### config.mk
export PLATFORM = sky130hd
export DESIGN_NAME = viterbi_decoder
export DESIGN_NICKNAME = d
export VERILOG_FILES = /design/src/rtl/viterbi_decoder.sv
export SDC_FILE = /design/constraint.sdc
export NUM_CORES = 1
export LEC_CHECK = 0
export BUFFER_PORTS_ARGS = -buffer_cell sky130_fd_sc_hd__buf_2
export CAP_MARGIN = 20
export CORE_MARGIN = 5
export CORE_UTILIZATION = 50
export CTS_CLUSTER_SIZE = 30
export DETAILED_ROUTE_END_ITERATION = 12
export PLACE_DENSITY = 0.7
export RECOVER_POWER = 50
export SYNTH_ARGS = -nofsm -noshare
export SYNTH_HDL_FRONTEND = slang
export SYNTH_SLANG_ARGS = --single-unit
### constraint.sdc
create_clock -name clk -period 10 [get_ports clk]
set_clock_uncertainty 0.15 [all_clocks]
set_input_delay 1 -clock clk [delete_from_list [all_inputs] [get_ports clk]]
set_output_delay 1 -clock clk [all_outputs]
set_load 0.02 [all_outputs]
### src/rtl/viterbi_decoder.sv
// viterbi_decoder
// Hard-decision Viterbi decoder for the rate-1/2, K=3 (7,5 octal) convolutional
// code. Four-state add-compare-select core with register-exchange survivors.
// One 2-bit code symbol is accepted per valid cycle. Once D symbols have been
// accepted, every accepted symbol yields one decoded bit on the following cycle.
//
// Parameters
//   D     survivor depth in symbols (4..64)
//   PM_W  path-metric width in bits (4..8)
// Ports
//   clk        rising-edge clock
//   reset      asynchronous active-high reset, clears all state
//   valid_in   data_in carries a code symbol this cycle
//   data_in    code symbol: [1] = c1 (g=111), [0] = c0 (g=101)
//   valid_out  data_out carries a decoded bit this cycle
//   data_out   decoded data bit (holds between outputs)
module viterbi_decoder #(
    parameter int D    = 16,
    parameter int PM_W = 6
) (
    input  logic       clk,
    input  logic       reset,
    input  logic       valid_in,
    input  logic [1:0] data_in,
    output logic       valid_out,
    output logic       data_out
);

    localparam int              CW      = $clog2(D + 1);
    localparam logic [PM_W-1:0] PM_INIT = {1'b1, {(PM_W-1){1'b0}}};
    localparam logic [PM_W-1:0] PM_MAX  = {PM_W{1'b1}};
    localparam logic [CW-1:0]   CNT_MAX = CW'(D);
    localparam logic [CW-1:0]   CNT_OUT = CW'(D - 1);

    // Hamming distance between the received symbol and the symbol the encoder
    // would emit from state st = {s1,s0} on input u.
    function automatic logic [1:0] branch_metric(input logic [1:0] sym,
                                                 input logic [1:0] st,
                                                 input logic       u);
        logic [1:0] diff;
        diff = sym ^ {u ^ st[0] ^ st[1], u ^ st[1]};
        return {1'b0, diff[1]} + {1'b0, diff[0]};
    endfunction

    logic [PM_W-1:0] pm_r   [4];
    logic [D-1:0]    surv_r [4];
    logic [CW-1:0]   cnt_r;
    logic            valid_out_r;
    logic            data_out_r;

    logic [PM_W:0]   cand_s      [4];
    logic [1:0]      pred_s      [4];
    logic [D-1:0]    surv_next_s [4];
    logic [PM_W-1:0] norm_s      [4];
    logic [PM_W:0]   min_s;
    logic [1:0]      best_s;
    logic            dec_s;

    assign valid_out = valid_out_r;
    assign data_out  = data_out_r;

    // Add-compare-select: state n = {n1,n0} is reached with input n0 from
    // {0,n1} or {1,n1}; the lower-index predecessor wins ties.
    always_comb begin
        logic [1:0]    st_n;
        logic [1:0]    lo_st;
        logic [1:0]    hi_st;
        logic [PM_W:0] c_lo;
        logic [PM_W:0] c_hi;
        st_n  = 2'b00;
        lo_st = 2'b00;
        hi_st = 2'b00;
        c_lo  = {(PM_W+1){1'b0}};
        c_hi  = {(PM_W+1){1'b0}};
        for (int n = 0; n < 4; n++) begin
            st_n  = 2'(n);
            lo_st = {1'b0, st_n[1]};
            hi_st = {1'b1, st_n[1]};
            c_lo  = {1'b0, pm_r[lo_st]} + {{(PM_W-1){1'b0}}, branch_metric(data_in, lo_st, st_n[0])};
            c_hi  = {1'b0, pm_r[hi_st]} + {{(PM_W-1){1'b0}}, branch_metric(data_in, hi_st, st_n[0])};
            if (c_hi < c_lo) begin
                cand_s[n] = c_hi;
                pred_s[n] = hi_st;
            end else begin
                cand_s[n] = c_lo;
                pred_s[n] = lo_st;
            end
            surv_next_s[n] = {surv_r[pred_s[n]][D-2:0], st_n[0]};
        end
    end

    // Normalisation against the smallest candidate, saturation, and selection
    // of the best state (lowest index holding a zero metric).
    always_comb begin
        logic [PM_W:0] diff;
        diff  = {(PM_W+1){1'b0}};
        min_s = cand_s[0];
        for (int n = 1; n < 4; n++) begin
            if (cand_s[n] < min_s) begin
                min_s = cand_s[n];
            end else begin
                min_s = min_s;
            end
        end
        for (int n = 0; n < 4; n++) begin
            diff = cand_s[n] - min_s;
            if (diff > {1'b0, PM_MAX}) begin
                norm_s[n] = PM_MAX;
            end else begin
                norm_s[n] = diff[PM_W-1:0];
            end
        end
        if (norm_s[0] == {PM_W{1'b0}}) begin
            best_s = 2'd0;
        end else if (norm_s[1] == {PM_W{1'b0}}) begin
            best_s = 2'd1;
        end else if (norm_s[2] == {PM_W{1'b0}}) begin
            best_s = 2'd2;
        end else begin
            best_s = 2'd3;
        end
        dec_s = surv_next_s[best_s][D-1];
    end

    // Metric, survivor and counter update on each accepted symbol; the output
    // registers carry the decision of the symbol accepted on the previous edge.
    always_ff @(posedge clk or posedge reset) begin
        if (reset) begin
            for (int i = 0; i < 4; i++) begin
                pm_r[i]   <= (i == 0) ? {PM_W{1'b0}} : PM_INIT;
                surv_r[i] <= {D{1'b0}};
            end
            cnt_r       <= {CW{1'b0}};
            valid_out_r <= 1'b0;
            data_out_r  <= 1'b0;
        end else if (valid_in) begin
            for (int i = 0; i < 4; i++) begin
                pm_r[i]   <= norm_s[i];
                surv_r[i] <= surv_next_s[i];
            end
            if (cnt_r != CNT_MAX) begin
                cnt_r <= cnt_r + CW'(1);
            end else begin
                cnt_r <= cnt_r;
            end
            // This symbol brings the count to D or beyond: emit a bit.
            valid_out_r <= (cnt_r >= CNT_OUT);
            if (cnt_r >= CNT_OUT) begin
                data_out_r <= dec_s;
            end else begin
                data_out_r <= data_out_r;
            end
        end else begin
            valid_out_r <= 1'b0;
            data_out_r  <= data_out_r;
        end
    end

endmodule
# Word level (Yosys, flattened, before mapping)
# Index checks and enable logic that the tools add are counted.
# totals
in_bits,5
out_inout_bits,2
word_cells,93
register_bits,93
# classes
order_cmp,17
n_bitwise,8
n_reduce_logical,5
muxes,34
n_eq_ne,1
add_sub_neg,17
# op_table
operator,n
binary-select mux 16 bit (select 2 bit),5
two-way mux 15 bit,8
adder 6 x 2 -> 7 bit,8
less-than comparator 7 bit,7
two-way mux 7 bit,7
two-way mux 16 bit,2
greater-than comparator 7 x 6 -> 1 bit (second input constant),4
subtractor 7 bit,4
two-way mux 6 bit,4
zero test 6 bit,3
>= comparator 3 bit (second input constant),5
NOT 2 -> 3 bit,5
two-way mux 2 bit,6
adder 1 x 1 -> 2 bit,4
adder 5 x 1 -> 5 bit (second input constant),1
>= comparator 5 x 4 -> 1 bit (second input constant),1
inequality test 5 bit (second input constant),1
AND reduction 2 bit,2
two-way mux 1 bit,2
NOT 1 bit,2
NOT 2 bit,1

# Depth between registers and ports, before layout
# depth
depth_word,22
ltp_mapped,54
mapped_depth_nobuf,51

# Worst setup path before layout
# Ideal clock, no wire load.
# synth_path
path_kind,input port to flip-flop
from,input data_in[0]
to,register data_out_r (netlist: data_out)
n_path_buf,3
setup_slack_ns,-1.490
required_ns,9.768
arrival_time_ns,11.258
setup_ns,0.082
stages,52
cell_sequence,inv_1 -> ha_1 -> ha_1 -> ha_1 -> a21oi_1 -> xor2_1 -> inv_1 -> ha_1 -> o21a_1 -> nor2_1 -> o21ai_1 -> a41oi_1 -> nand3_2 -> buf_2 -> nor3_1 -> a21oi_1 -> ha_1 -> nand3_1 -> [16 not listed] -> nand4_2 -> buf_4 -> nand2_1 -> buf_2 -> mux2i_1 -> ha_1 -> inv_1 -> ha_1 -> nor2_1 -> o311ai_2 -> a221oi_2 -> o21ai_0 -> a32oi_2 -> xnor2_4 -> nor3_4 -> mux2i_1 -> a22oi_1 -> a31oi_1
# synth_via
elab_chain_cells,22
word_cells_on_any_way,67
cone_classes,add/sub (15); order compare (10); mux (32); bitwise (7); reduce/logical (3)
# synth_rtl
element,line_no,text
from (decl),24,"input logic [1:0] data_in,"
NOT 2 bit (no source line),n/a,
adder 1 x 1 -> 2 bit,42,"return {1'b0, diff[1]} + {1'b0, diff[0]};"
"adder 6 x 2 -> 7 bit, on equally long branches","79, 80",
less-than comparator 7 bit,81,if (c_hi < c_lo) begin
two-way mux 7 bit,81,
less-than comparator 7 bit,99,if (cand_s[n] < min_s) begin
two-way mux 7 bit,99,
less-than comparator 7 bit,99,
[5 not listed],n/a,
two-way mux 6 bit,107,"if (diff > {1'b0, PM_MAX}) begin"
zero test 6 bit,117,end else if (norm_s[2] == {PM_W{1'b0}}) begin
two-way mux 1 bit,117,
two-way mux 2 bit,115,end else if (norm_s[1] == {PM_W{1'b0}}) begin
two-way mux 2 bit,113,if (norm_s[0] == {PM_W{1'b0}}) begin
NOT 2 -> 3 bit (not written as such),122,dec_s = surv_next_s[best_s][D-1];
binary-select mux 16 bit (select 2 bit) *,122,
two-way mux 16 bit (not written as such) * (2 in series),122,
to (signal assigned),149,data_out_r <= dec_s;
to (signal assigned),151,data_out_r <= data_out_r;
to (signal assigned),155,data_out_r <= data_out_r;
to (decl),49,logic data_out_r;
# Every way passes the cells marked *; elsewhere a longest branch is shown, timed or not. The select of a mux whose other input is x is not followed.
# A chain may end at the register's enable or synchronous reset.

# Final worst setup path
# Same ends and word-level chain as after synthesis.

==> qor.yml <==
run_status: "complete, but fails checks"
violations_in_the_final_reports: "capacitance limit, slew limit"
finalCritPeriodShare_pct: 99.7
rr_startpoint: "pm_r[19]"
area.sequential_um2: 2160
max-clock-path-buffers: 2
f_max_mhz: 100
worst_pin_slew_ns: 4.00
yosysTopAreaCell: "sky130_fd_sc_hd__dfrtp_1"
timing.critical_path.from: "data_in[0]"
post-route-worst-setup-slack_ns: 0.0296
fin_nets: 1207
timing.critical_path.from_type: "primary input"
placement_rows: 47
post_drt_wl_per_cell_um: 17.9
viasPerCell: 5.86
worst-endpoint-required_ns: 10.12
cpMaxStageDelayCell: "sky130_fd_sc_hd__mux2_4"
synthFlopType: "sky130_fd_sc_hd__dfrtp_1"
detailed_router_s_first_iteration_violation_count: 593
synth_adder_area_share_pct: 10.9
clock_insertion_delay_worst_skew_ns: 0.35
critPathMostFrequentCell: "sky130_fd_sc_hd__ha_4"
worst-endpoint-arrival_ns: 10.09
setup_violations: 0
synth_xor_area_share_pct: 8.85
slew_violations: 77
path_class: "in2reg"
number_of_register_bits_inferred_by_synthesis: 86
unrepaired_setup_endpoints_after_global_routing: "true"
pre_cts_ws_ns: -0.414
yosys-top-cells-area: "sky130_fd_sc_hd__dfrtp_1, sky130_fd_sc_hd__ha_1, sky130_fd_sc_hd__mux2i_1, sky130_fd_sc_hd__nor2_1, sky130_fd_sc_hd__a21oi_1"
placeableCoreArea_um2: 16600
die_h_um: 140
diode_count: 0
synth-seq-area-share_pct: 25.4
number_of_h_tree_levels: 3
wl_um: 24500
synth.yosys.warnings: 0
post_synth_inst_count: 1028
synth_simple_gate_area_share_pct: 16.6
synth.area.mux_share_pct: 8.79
cts-hold-fix-buffers: 0
post_synth_instance_area_um2: 8490
drcViolationCount: 0
gp_routability_congestion: 0.997
grt_remaining_overflow: 0
first_global_vias: 7658
min_path_type: "reg2reg"
design.portCount: 7
post_synth.cell_area_avg_um2: 8.26
worst_setup_path_end_kind: "register"
final_period_minus_worst_setup_slack_ns: 9.97
path_max_fanout: 6
numCtsBuffers: 9
die_w_um: 140
fillerInstances: 1408
clockRootBuffer: "sky130_fd_sc_hd__clkbuf_16"
slew-limit-headroom_pct: -167
route.vias.total: 7994
grt_max_degree: 119
clk_pin_slew_ns: 0.07
synth-edff-count: 0
r2r_cells: 46
max_cap_viol_count: 1
floorplan.initialDensity_pct: 51.0
fp.dieArea_um2: 19700
portBuffers: 6
layout-area-overhead-vs-synth_pct: 24.3
clock_sink_count: 86
synth_fp_nets: 1095
track_usage_pct: 24.5
synth_cell_type_count: 91
antenna_violating_nets_post_route: 0
synth-compound-area-share_pct: 24.2
drive_above_1_share_pct: 26.0
antenna_found_initial: 0
first_pass_grt_wire_length_um: 39500
synth_top_family_by_area: "compound AO/OA/AOI/OAI gates"
worstHoldPathCells: 1
area_used_by_multi_input_combinational_logic_um2: 6450
drt_first_pass_iters: 7
dpl.hpwl_um: 18500
worstHoldStart: "surv_r[0]"
synth-async-reset-ratio_pct: 100
tritoncts: "done"
critical_path.max_stage_delay_ns: 0.34
finalHoldViolations: 0
synthDominantCellAreaShare_pct: 24.5
## path summary, 6_finish.rpt
path	endpoint	slack (ns)
max reg2reg	data_out	0.52
min in group asynchronous	pm_r[13]	0.50
max	data_out	0.03
min	surv_r[0]	0.31
min reg2reg	surv_r[0]	0.31
max in group asynchronous	surv_r[44]	5.05
## routing by layer
layer / part of all wire [%] / vias up / track usage, %
met5: 0 / - / 0
met4: 1.9 / 0 / 6.58
met3: 3.7 / 36 / 3.75
met2: 48 / 176 / 40.8
met1: 47 / 3853 / 33.2
li1: - / 3929 / -
## sequential cells by signal (all words and copies together) (netlist names)
| register | flops |
|---|---|
| data_out | 1 |
| cnt_r | 5 |
| valid_out | 1 |
| surv_r | 55 |
| pm_r | 24 |
## cells in the mapped netlist (5+ instances only)
| library cell | instances |
|---|---|
| sky130_fd_sc_hd__nor2_1 | 135 |
| sky130_fd_sc_hd__a21oi_1 | 91 |
| sky130_fd_sc_hd__nand2_1 | 91 |
| sky130_fd_sc_hd__dfrtp_1 | 83 |
| sky130_fd_sc_hd__mux2i_1 | 60 |
| sky130_fd_sc_hd__ha_1 | 58 |
| sky130_fd_sc_hd__inv_1 | 56 |
| sky130_fd_sc_hd__xnor2_1 | 50 |
| sky130_fd_sc_hd__clkbuf_1 | 34 |
| sky130_fd_sc_hd__xor2_1 | 29 |
| sky130_fd_sc_hd__a31oi_1 | 28 |
| sky130_fd_sc_hd__nand3_1 | 22 |
| sky130_fd_sc_hd__o21ai_0 | 22 |
| sky130_fd_sc_hd__a21o_1 | 19 |
| sky130_fd_sc_hd__a211oi_1 | 17 |
| sky130_fd_sc_hd__o21ai_1 | 13 |
| sky130_fd_sc_hd__mux2_2 | 12 |
| sky130_fd_sc_hd__nand4_1 | 12 |
| sky130_fd_sc_hd__buf_2 | 11 |
| sky130_fd_sc_hd__o22ai_1 | 9 |
| sky130_fd_sc_hd__nand2b_1 | 8 |
| sky130_fd_sc_hd__o22a_1 | 8 |
| sky130_fd_sc_hd__o211ai_1 | 7 |
| sky130_fd_sc_hd__a2bb2oi_1 | 6 |
| sky130_fd_sc_hd__maj3_1 | 6 |
| sky130_fd_sc_hd__nor2b_1 | 6 |
| sky130_fd_sc_hd__nor3_1 | 6 |
| sky130_fd_sc_hd__a22oi_1 | 5 |
| sky130_fd_sc_hd__buf_1 | 5 |
| sky130_fd_sc_hd__maj3_2 | 5 |
## placed cells by master, fill, tap and decap left out, types with 9 or more instances in the layout
| master | netlist | routed |
|---|---|---|
| sky130_fd_sc_hd__a211oi_1 | 17 | 14 |
| sky130_fd_sc_hd__a21o_1 | 19 | 19 |
| sky130_fd_sc_hd__a21oi_1 | 91 | 81 |
| sky130_fd_sc_hd__a31oi_1 | 28 | 28 |
| sky130_fd_sc_hd__buf_4 | 1 | 146 |
| sky130_fd_sc_hd__clkbuf_16 | 0 | 9 |
| sky130_fd_sc_hd__dfrtp_1 | 83 | 83 |
| sky130_fd_sc_hd__ha_1 | 58 | 39 |
| sky130_fd_sc_hd__ha_4 | 0 | 13 |
| sky130_fd_sc_hd__inv_1 | 56 | 45 |
| sky130_fd_sc_hd__mux2_2 | 12 | 9 |
| sky130_fd_sc_hd__mux2i_1 | 60 | 57 |
| sky130_fd_sc_hd__nand2_1 | 91 | 89 |
| sky130_fd_sc_hd__nand3_1 | 22 | 19 |
| sky130_fd_sc_hd__nand4_1 | 12 | 12 |
| sky130_fd_sc_hd__nor2_1 | 135 | 127 |
| sky130_fd_sc_hd__o21ai_0 | 22 | 20 |
| sky130_fd_sc_hd__o21ai_1 | 13 | 14 |
| sky130_fd_sc_hd__o22ai_1 | 9 | 9 |
| sky130_fd_sc_hd__xnor2_1 | 50 | 46 |
| sky130_fd_sc_hd__xor2_1 | 29 | 26 |
## logic make-up (layout without fill, tap and decap cells)
logic type | Yosys count | in the layout
and+or+nand+nor | 311 | 311
AOI/OAI and AO/OA | 292 | 292
buffers and inverters | 111 | 228
xor gates and xnor gates | 82 | 82
adders and majority gates | 73 | 73
muxes | 73 | 73
DFF | 86 | 86
## stage by stage
step                util (%)  cells  instance area (µm²)  TNS [ns]  hold WS, ns
floorplan                  -   1028                 8830     -1.63        0.287
global placement        59.3   1332                 9870    -0.139        0.300
detailed placement      59.3   1332                 9870     -1.41        0.300
CTS                     61.1   1348                10200         0        0.314
global route            63.4   1365                10600     -3.80        0.329
finish                  63.4   1365                10600         0        0.313
## final cells by class
type | instances | share of cell area [%]
Clock buffer | 10 | 2.17
Clock inverter | 6 | 0.451
Inverter | 57 | 2.13
Multi-Input combinational cell | 831 | 61.1
Sequential cell | 86 | 20.4
Tap cell | 220 | 2.61
Timing Repair Buffer | 155 | 11.1
## worst max-delay path: cells and delay by family
family | cells | cell delay [ns]
AOI/OAI and AO/OA | 15 | 2.55
adders and majority gates | 9 | 2.07
and+or+nand+nor | 12 | 1.89
muxes | 6 | 1.55
buffers and inverters | 7 | 0.72
xor gates and xnor gates | 2 | 0.31
## what timing repair did
item | CTS | global route
gates resized for setup | 2 | 52
setup buffers | 0 | 17
setup endpoints to repair | 1 | 24
hold endpoints to repair | 0 | 0
pin swaps | 0 | 42
Power is left out: the tool's default activity adds up to more than one toggle a clock period on the data nets, which glitch-free logic cannot reach.
